==> src/rtl/step_dir_decoder_if.sv <==
// -----------------------------------------------------------------------------
// step_dir_decoder_if
//
// Purpose: bundles the step/dir pin inputs, the clear command and the
// measurement results of step_dir_decoder into one interface.
//
// Signals:
//   step_in       step pulse from the board pin (asynchronous)
//   dir_in        direction from the board pin (asynchronous), 1 = up
//   clear         one-cycle command to zero the measurement state
//   position      signed step count (COUNT_BITS)
//   period        clk cycles between the last two accepted steps (PERIOD_BITS)
//   period_valid  period holds a genuine measurement
//   stalled       no accepted step for 2^PERIOD_BITS-1 cycles
//   step_strobe   one-cycle pulse per accepted step
//
// Modports:
//   master  drives the pins and clear, observes the results
//   slave   the decoder itself
// -----------------------------------------------------------------------------
interface step_dir_decoder_if #(
  parameter int COUNT_BITS  = 32,
  parameter int PERIOD_BITS = 24
);
  logic                   step_in;
  logic                   dir_in;
  logic                   clear;
  logic [COUNT_BITS-1:0]  position;
  logic [PERIOD_BITS-1:0] period;
  logic                   period_valid;
  logic                   stalled;
  logic                   step_strobe;

  modport master (
    output step_in, dir_in, clear,
    input  position, period, period_valid, stalled, step_strobe
  );

  modport slave (
    input  step_in, dir_in, clear,
    output position, period, period_valid, stalled, step_strobe
  );
endinterface

==> src/rtl/step_dir_decoder.sv <==
// -----------------------------------------------------------------------------
// step_dir_decoder
//
// Purpose: receive side of a step/dir axis. Synchronizes the step and dir
// pins, de-glitches the step pulse, keeps a wrapping signed position count
// and measures the clk period between accepted steps (with stall detection).
//
// Ports:
//   clk    system clock, all logic on the rising edge
//   rst_n  asynchronous active-low reset
//   bus    step_dir_decoder_if.slave: step_in, dir_in, clear in;
//          position, period, period_valid, stalled, step_strobe out
//
// Parameters:
//   COUNT_BITS   width of the position counter
//   PERIOD_BITS  width of the period counter
//   PULSE_MIN    synchronized high cycles needed to accept a step (>= 1)
//
// Build option:
//   STEP_DECODER_GLITCH_FILTER_EN  when defined, a step must stay high for
//   PULSE_MIN synchronized cycles; otherwise the first synchronized high
//   cycle accepts the step and PULSE_MIN is ignored.
// -----------------------------------------------------------------------------
module step_dir_decoder #(
  parameter int COUNT_BITS  = 32,
  parameter int PERIOD_BITS = 24,
  parameter int PULSE_MIN   = 2
) (
  input  logic               clk,
  input  logic               rst_n,
  step_dir_decoder_if.slave  bus
);

  typedef enum logic [1:0] {
    WAIT_LOW = 2'd0,
    IDLE     = 2'd1,
    ARM      = 2'd2,
    HIGH     = 2'd3
  } state_t;

  localparam logic [PERIOD_BITS-1:0] PCNT_MAX = {PERIOD_BITS{1'b1}};
  localparam logic [PERIOD_BITS-1:0] PCNT_ONE = {{(PERIOD_BITS-1){1'b0}}, 1'b1};
  localparam logic [PERIOD_BITS-1:0] PCNT_PRE = PCNT_MAX - PCNT_ONE;
  localparam logic [COUNT_BITS-1:0]  POS_ONE  = {{(COUNT_BITS-1){1'b0}}, 1'b1};

  logic                   step_meta_r;
  logic                   step_sync_r;
  logic                   dir_meta_r;
  logic                   dir_sync_r;
  logic [1:0]             sync_ok_r;
  state_t                 state_r;
  state_t                 state_nxt_s;
  logic                   accept_s;
  logic                   stall_hit_s;
  logic [PERIOD_BITS-1:0] pcnt_r;
  logic                   ref_r;
  logic [COUNT_BITS-1:0]  position_r;
  logic [PERIOD_BITS-1:0] period_r;
  logic                   period_valid_r;
  logic                   stalled_r;
  logic                   strobe_r;

`ifdef STEP_DECODER_GLITCH_FILTER_EN
  localparam int HCNT_BITS = (PULSE_MIN < 2) ? 1 : $clog2(PULSE_MIN + 1);
  localparam logic [HCNT_BITS:0] PMIN_W = PULSE_MIN[HCNT_BITS:0];
  localparam logic [HCNT_BITS-1:0] HCNT_ONE = {{(HCNT_BITS-1){1'b0}}, 1'b1};

  logic [HCNT_BITS-1:0] hcnt_r;
  logic [HCNT_BITS-1:0] hcnt_nxt_s;
  logic [HCNT_BITS:0]   hcnt_inc_s;

  // count of synchronized high cycles of the current pulse, including this one
  assign hcnt_inc_s = {1'b0, hcnt_r} + {{HCNT_BITS{1'b0}}, 1'b1};

  // high-cycle counter register
  always_ff @(posedge clk or negedge rst_n) begin
    if (!rst_n) begin
      hcnt_r <= '0;
    end else begin
      hcnt_r <= hcnt_nxt_s;
    end
  end
`endif

  // two-flop synchronizers for step and dir, plus a fill marker so the
  // FSM ignores step_sync_r until it reflects a real post-reset sample
  always_ff @(posedge clk or negedge rst_n) begin
    if (!rst_n) begin
      step_meta_r <= 1'b0;
      step_sync_r <= 1'b0;
      dir_meta_r  <= 1'b0;
      dir_sync_r  <= 1'b0;
      sync_ok_r   <= 2'b00;
    end else begin
      step_meta_r <= bus.step_in;
      step_sync_r <= step_meta_r;
      dir_meta_r  <= bus.dir_in;
      dir_sync_r  <= dir_meta_r;
      sync_ok_r   <= {sync_ok_r[0], 1'b1};
    end
  end

  // filter FSM state register
  always_ff @(posedge clk or negedge rst_n) begin
    if (!rst_n) begin
      state_r <= WAIT_LOW;
    end else begin
      state_r <= state_nxt_s;
    end
  end

  // filter FSM next state and step acceptance
  always_comb begin
    state_nxt_s = state_r;
    accept_s    = 1'b0;
`ifdef STEP_DECODER_GLITCH_FILTER_EN
    hcnt_nxt_s  = hcnt_r;
`endif
    case (state_r)
      WAIT_LOW: begin
        // a pulse already high at reset release must fall before counting
        if (sync_ok_r[1] && !step_sync_r) begin
          state_nxt_s = IDLE;
        end else begin
          state_nxt_s = WAIT_LOW;
        end
      end
      IDLE: begin
        if (step_sync_r) begin
`ifdef STEP_DECODER_GLITCH_FILTER_EN
          if (PULSE_MIN <= 1) begin
            accept_s    = 1'b1;
            state_nxt_s = HIGH;
          end else begin
            hcnt_nxt_s  = HCNT_ONE;
            state_nxt_s = ARM;
          end
`else
          accept_s    = 1'b1;
          state_nxt_s = HIGH;
`endif
        end else begin
          state_nxt_s = IDLE;
        end
      end
      ARM: begin
        if (!step_sync_r) begin
          state_nxt_s = IDLE;
        end else begin
`ifdef STEP_DECODER_GLITCH_FILTER_EN
          if (hcnt_inc_s >= PMIN_W) begin
            accept_s    = 1'b1;
            state_nxt_s = HIGH;
          end else begin
            hcnt_nxt_s  = hcnt_inc_s[HCNT_BITS-1:0];
            state_nxt_s = ARM;
          end
`else
          accept_s    = 1'b1;
          state_nxt_s = HIGH;
`endif
        end
      end
      HIGH: begin
        if (!step_sync_r) begin
          state_nxt_s = IDLE;
        end else begin
          state_nxt_s = HIGH;
        end
      end
      default: begin
        state_nxt_s = WAIT_LOW;
      end
    endcase
  end

  // the period counter hits saturation on this edge (an accept takes priority)
  assign stall_hit_s = !accept_s && !bus.clear && ref_r && (pcnt_r == PCNT_PRE);

  // position, period measurement, stall tracking and strobe
  always_ff @(posedge clk or negedge rst_n) begin
    if (!rst_n) begin
      pcnt_r         <= '0;
      ref_r          <= 1'b0;
      position_r     <= '0;
      period_r       <= '0;
      period_valid_r <= 1'b0;
      stalled_r      <= 1'b0;
      strobe_r       <= 1'b0;
    end else begin
      strobe_r <= accept_s;

      // an accept restarts the interval even when it collides with clear
      if (accept_s) begin
        pcnt_r <= PCNT_ONE;
        ref_r  <= 1'b1;
      end else if (bus.clear) begin
        pcnt_r <= '0;
        ref_r  <= 1'b0;
      end else if (ref_r && (pcnt_r != PCNT_MAX)) begin
        pcnt_r <= pcnt_r + PCNT_ONE;
        ref_r  <= !stall_hit_s;
      end else begin
        pcnt_r <= pcnt_r;
        ref_r  <= ref_r;
      end

      if (bus.clear) begin
        position_r     <= '0;
        period_r       <= '0;
        period_valid_r <= 1'b0;
        stalled_r      <= 1'b0;
      end else if (accept_s) begin
        position_r     <= dir_sync_r ? (position_r + POS_ONE) : (position_r - POS_ONE);
        period_r       <= ref_r ? pcnt_r : period_r;
        period_valid_r <= ref_r;
        stalled_r      <= 1'b0;
      end else if (stall_hit_s) begin
        position_r     <= position_r;
        period_r       <= period_r;
        period_valid_r <= 1'b0;
        stalled_r      <= 1'b1;
      end else begin
        position_r     <= position_r;
        period_r       <= period_r;
        period_valid_r <= period_valid_r;
        stalled_r      <= stalled_r;
      end
    end
  end

  assign bus.position     = position_r;
  assign bus.period       = period_r;
  assign bus.period_valid = period_valid_r;
  assign bus.stalled      = stalled_r;
  assign bus.step_strobe  = strobe_r;

endmodule

==> src/flat_wrapper.sv <==
// flat-port wrapper written by rule: the top's interface ports become plain ports
module step_dir_decoder_flat 
#(
  parameter int COUNT_BITS  = 32,
  parameter int PERIOD_BITS = 24,
  parameter int PULSE_MIN   = 2
)
  (clk, rst_n, bus_step_in, bus_dir_in, bus_clear, bus_position, bus_period, bus_period_valid, bus_stalled, bus_step_strobe);
  step_dir_decoder_if #(.COUNT_BITS(COUNT_BITS), .PERIOD_BITS(PERIOD_BITS)) bus_i ();
  input  logic clk;
  input  logic rst_n;
  input wire logic [$bits(bus_i.step_in)-1:0] bus_step_in;
  input wire logic [$bits(bus_i.dir_in)-1:0] bus_dir_in;
  input wire logic [$bits(bus_i.clear)-1:0] bus_clear;
  output wire logic [$bits(bus_i.position)-1:0] bus_position;
  output wire logic [$bits(bus_i.period)-1:0] bus_period;
  output wire logic [$bits(bus_i.period_valid)-1:0] bus_period_valid;
  output wire logic [$bits(bus_i.stalled)-1:0] bus_stalled;
  output wire logic [$bits(bus_i.step_strobe)-1:0] bus_step_strobe;
  assign bus_i.step_in = bus_step_in;
  assign bus_i.dir_in = bus_dir_in;
  assign bus_i.clear = bus_clear;
  assign bus_position = bus_i.position;
  assign bus_period = bus_i.period;
  assign bus_period_valid = bus_i.period_valid;
  assign bus_stalled = bus_i.stalled;
  assign bus_step_strobe = bus_i.step_strobe;
  step_dir_decoder #(.COUNT_BITS(COUNT_BITS), .PERIOD_BITS(PERIOD_BITS), .PULSE_MIN(PULSE_MIN)) u_core (.clk(clk), .rst_n(rst_n), .bus(bus_i));
endmodule
==> config.mk <==
export PLATFORM = sky130hd
export DESIGN_NAME = step_dir_decoder_flat
export DESIGN_NICKNAME = d
export VERILOG_FILES = /design/src/rtl/step_dir_decoder_if.sv /design/src/rtl/step_dir_decoder.sv /design/src/flat_wrapper.sv
export SDC_FILE = /design/constraint.sdc
export NUM_CORES = 1
export LEC_CHECK = 0
export CAP_MARGIN = 10
export CORE_AREA = 5 5 103 105
export CTS_CLUSTER_SIZE = 20
export DETAILED_ROUTE_END_ITERATION = 16
export DIE_AREA = 0 0 108 110
export GPL_TIMING_DRIVEN = 0
export HOLD_SLACK_MARGIN = 0.15
export PLACE_DENSITY_LB_ADDON = 0.25
export SLEW_MARGIN = 20
export SYNTH_ARGS = -nofsm -noshare
export SYNTH_HDL_FRONTEND = slang
export SYNTH_SLANG_ARGS = --single-unit
==> constraint.sdc <==
create_clock -name clk -period 4.67 [get_ports clk]
set_input_delay 0.934 -clock clk [delete_from_list [all_inputs] [get_ports clk]]
set_output_delay 0.934 -clock clk [all_outputs]
set_load 0.02 [all_outputs]
Word-level counts from Yosys, hierarchy flattened
Cells that the tools add are included.
{"block": "op_classes", "add_sub_neg": 3, "muxes": 23, "eq_ne": 5, "reduce_logical": 17}
{"operator": "2-to-1 mux 24 bit", "n": 6}
{"operator": "2-to-1 mux 32 bit", "n": 3}
{"operator": "adder 32 x 1 -> 32 bit (second input constant)", "n": 1}
{"operator": "subtractor 32 x 1 -> 32 bit (second input constant)", "n": 1}
{"operator": "adder 24 x 1 -> 24 bit (second input constant)", "n": 1}
{"operator": "equality test 24 bit (second input constant)", "n": 1}
{"operator": "inequality test 24 bit (second input constant)", "n": 1}
{"operator": "2-to-1 mux 1 bit", "n": 12}
{"operator": "nonzero test 3 bit", "n": 2}
{"operator": "logical AND 1 bit", "n": 5}
{"operator": "equality test 2 bit (second input constant)", "n": 2}
{"operator": "zero test 1 bit", "n": 4}
{"operator": "case mux 2 bit (2 select lines)", "n": 1}
{"operator": "nonzero test 2 bit", "n": 2}
{"operator": "OR reduction 3 bit", "n": 1}
{"operator": "equality test 2 x 1 -> 1 bit (second input constant)", "n": 1}
{"operator": "zero test 2 bit", "n": 1}
{"operator": "2-to-1 mux 2 bit", "n": 1}
{"operator": "AND reduction 2 bit", "n": 1}
{"operator": "OR reduction 2 bit", "n": 1}
{"block": "word_totals", "wordCells": 61, "input_bits": 5, "regBits": 92, "out_inout_bits": 59}

Longest topological paths before layout
{"block": "depth", "depth_word": 11, "depth_mapped": 12, "mapped_depth_nobuf": 11}

Worst setup path after synthesis
Ideal clock, no wire load.
{"block": "synth_timing", "kind": "reg-to-reg", "start": "register u_core.dir_sync_r", "end": "register u_core.position_r[31], in the netlist u_core.bus.position[31]", "setup_ps": 127, "path_slack_ps": 999, "t_arrival_ps": 3543, "path_stages_with_launch": 12, "cell_sequence": "dfrtp_1 -> inv_1 -> ha_1 -> a211oi_1 -> o31a_1 -> a221o_1 -> o31a_4 -> o21ai_4 -> a31oi_2 -> or4_1 -> nand3_1 -> mux2_1"}
{"block": "synth_via", "elab_chain_cells": 3}
{"element": "from (decl)", "line": "step_dir_decoder.sv:49", "rtl": "logic dir_sync_r;"}
{"element": "from (signal assigned)", "line": "step_dir_decoder.sv:98", "rtl": "dir_sync_r <= dir_meta_r;"}
{"element": "2-to-1 mux 32 bit", "line": "step_dir_decoder.sv:214", "rtl": "position_r <= dir_sync_r ? (position_r + POS_ONE) : (position_r - POS_ONE);"}
{"element": "2-to-1 mux 32 bit", "line": "step_dir_decoder.sv:213", "rtl": "end else if (accept_s) begin"}
{"element": "2-to-1 mux 32 bit", "line": "step_dir_decoder.sv:208", "rtl": "if (bus.clear) begin"}
{"element": "to (signal assigned)", "line": "step_dir_decoder.sv:214"}
{"element": "to (signal assigned)", "line": "step_dir_decoder.sv:219", "rtl": "position_r <= position_r;"}
{"element": "to (signal assigned)", "line": "step_dir_decoder.sv:224", "rtl": "position_r <= position_r;"}
{"element": "to (decl)", "line": "step_dir_decoder.sv:57", "rtl": "logic [COUNT_BITS-1:0] position_r;"}
Every way passes these cells. The select of a mux whose other input is x is not followed.
A chain may end at the register's enable or synchronous reset.

Worst setup path in the final report
Same ends and word-level chain as after synthesis.

==> metrics.cfg <==
[synthesis]
synth_top_cell_by_area = dfrtp_1
synth_area_leaders = dfrtp_1, ha_1, a22o_1
yosysUniqueCellTypes = 50
synth_top_area_share_pct = 44.4
synth_area_mm2 = 0.00519
synth_ff_type = dfrtp_1
postSynthCellCount = 544
ys_seq_area_share_pct = 44.4
synth-async-reset-ratio_pct = 100
synth_area_per_cell_um2 = 9.54
yosysWarnings = 0
syn_nets = 583
synth_edf_count = 0
synth_seq_cells = 92

[clocking]
clockBufferDepth = 2
htreeDepth = 3
cts_sinks = 92
postCtsResizedCells = 0
cts_root_buf = clkbuf_8
cts_setup_buffers = 0
cts_hold_repair.buffers = 0
cts_tree = built
cts_made_buffers = 9
clock_latency_ps = 370
clk_pin_slew_ps = 90

[power]
switchingPower_mw = 0.577
pwr-share-seq_pct = 45.5
p_int_mw = 1.30
pwr-share-clk_pct = 32.4
power.density_mw_per_mm2 = 302
ir_worst_vdd_uv = 187
swShare_pct = 30.7
p_leak_nw = 2.81
comb_power_share_pct = 22.2

[timing]
setup_tns_ps = 0
maxSlewHeadroom_pct = 52.6
tightest_slew_ps = 703
setup_violations = 0
period_needed_ps = 3880
fmax_mhz = 258
rsz0062_at_grt = false
fin_ws_ps = 789
post-route-period-util_pct = 83.1
holdWs_ps = 358
hold_viol = 0
finClkSkew_ps = 9.09
maxSlewViolCount = 0

[final_layout]
layout.nets = 657
final_cells = 756
diodes = 0
drive_gt1_share_pct = 3.85
syn2layout_area_growth_pct = 20.0

[place]
hpwl_um = 8750
dp_slack_ps = 432
io_buffer_count = 62
numPlacedInstances = 740
gp_congestion = 0.966

[routing]
wirelength_um = 12100
wl_per_cell_um = 15.9
first_iter_violations = 230
drc = 0
ant_nets = 0
drtPass1Iterations = 5
viasPerCell = 5.83
num_vias = 4410

[global_route]
grt_usage_pct = 21.8
grt_pass1_wl_um = 20800
antenna_found_initial = 0
grt-ovfl-total = 0
grt_pass1_vias = 4341
grt_max_degree = 50

[worst_setup_path]
cp.arrival_ps = 4130
worstPathMaxFanout = 32
reg2reg_depth = 11
cp-end-kind = flop
crit_required_ps = 4920
crit_path_start_kind = flop
criticalPathCategory = reg -> reg

[die]
io_pins = 64
core-area_mm2 = 0.00955
num_rows = 36
floorplan.initialDensity_pct = 54.4
die_h_um = 110
die_w_um = 108
fp.dieArea_mm2 = 0.0119

[min_path]
whs_path_depth = 0
hold_path_class = reg -> reg

[outcome]
status = finished clean

[job]
max-cap-violations = 0

## metal layers
layer / track usage [%] / vias to the layer above / wire length, µm
li1: - / 2105 / -
met4: 7.66 / 0 / 279
met1: 30.2 / 2143 / 5480
met3: 4.02 / 23 / 657
met5: 0 / - / 0
met2: 34.7 / 139 / 5630
## cell families after synthesis
| group | Yosys count | share of synthesized area, % |
|---|---|---|
| AOI/OAI and AO/OA | 161 | 21.3 |
| and+or+nand+nor | 171 | 15.1 |
| adders and majority gates | 34 | 8.34 |
| muxes | 1 | 0.217 |
| buffers and inverters | 37 | 2.68 |
| other | 1 | 0.0723 |
| xor gates and xnor gates | 47 | 7.93 |
| DFF | 92 | 44.4 |
## path summary, 6_finish.rpt
kind	start	endpoint	slack [ps]
worst max-delay path	u_core.dir_sync_r	u_core.bus.position[31]	790
worst min-delay path	u_core.dir_meta_r	u_core.dir_sync_r	360
worst max register to register	u_core.dir_sync_r	u_core.bus.position[31]	790
worst min register to register	u_core.dir_meta_r	u_core.dir_sync_r	360
max in group asynchronous	rst_n	u_core.bus.period[21]	3640
min in group asynchronous	rst_n	u_core.bus.position[23]	470
## power by group through the flow
stage	clock network [mW]	logic [mW]	registers, mW
final	0.609	0.417	0.856
after floorplan	0	0.258	0.892
after CTS	0.619	0.418	0.855
after global routing	0.653	0.465	0.860
after detailed placement	0	0.414	0.870
after global placement	0	0.400	0.870
## layout make-up
| cell class | instances | area (µm²) |
|---|---|---|
| repair buffers | 63 | 649 |
| fillers | 827 | 3320 |
| inverters | 17 | 63.8 |
| flip-flops and latches | 92 | 2300 |
| clock buffers | 10 | 128 |
| plain buffers | 20 | 75.1 |
| well taps | 133 | 166 |
| multi-input cells | 415 | 2750 |
| clock inverters | 6 | 95.1 |
## metrics by stage
| step | total power, mW | instance area, µm² | util, % |
|---|---|---|---|
| finish | 1.88 | 6230 | 65.2 |
| global route | 1.98 | 6230 | 65.2 |
| CTS | 1.89 | 6230 | 65.2 |
| detailed placement | 1.28 | 6010 | 62.9 |
| global placement | 1.27 | 5980 | 62.6 |
| floorplan | 1.15 | 5190 | - |
## cells in the mapped netlist, types with 5 or more instances
| cell | number |
|---|---|
| a211oi_1 | 5 |
| a21o_1 | 11 |
| a21oi_1 | 50 |
| a22o_1 | 35 |
| and3_1 | 6 |
| clkbuf_1 | 17 |
| dfrtp_1 | 92 |
| ha_1 | 33 |
| inv_1 | 17 |
| nand2_1 | 52 |
| nand3_1 | 19 |
| nand4_1 | 10 |
| nor2_1 | 50 |
| nor2b_1 | 7 |
| nor3_1 | 11 |
| o21ai_0 | 28 |
| or3_1 | 6 |
| xnor2_1 | 27 |
| xor2_1 | 20 |
## sequential cells by signal, summed over array words and instances (netlist names), 2 cells and up
name / count
u_core.bus.position: 32
u_core.state_r: 2
u_core.pcnt_r: 24
u_core.sync_ok_r: 2
u_core.bus.period: 24
## placed cells by master, fill, tap and decap left out, types with 11 or more instances in the layout
cell type,instances
dfrtp_1,92
xor2_1,20
a22o_1,35
ha_1,33
xnor2_1,27
nand2_1,52
nor3_1,11
nor2_1,50
a21o_1,11
clkbuf_1,18
o21ai_0,28
nand3_1,19
a21oi_1,50
clkdlybuf4s50_1,61
inv_1,16
## worst max-delay path, stage by stage (launching register included)
cell	delay, ps
dfrtp_1	430
inv_2	500
ha_1	340
a211oi_1	80
o31a_1	330
a221o_1	400
o31a_4	330
o21ai_4	190
a31oi_2	150
or4_1	530
nand3_1	120
mux2_1	340
Note: power is estimated with default switching activity, not from simulation.
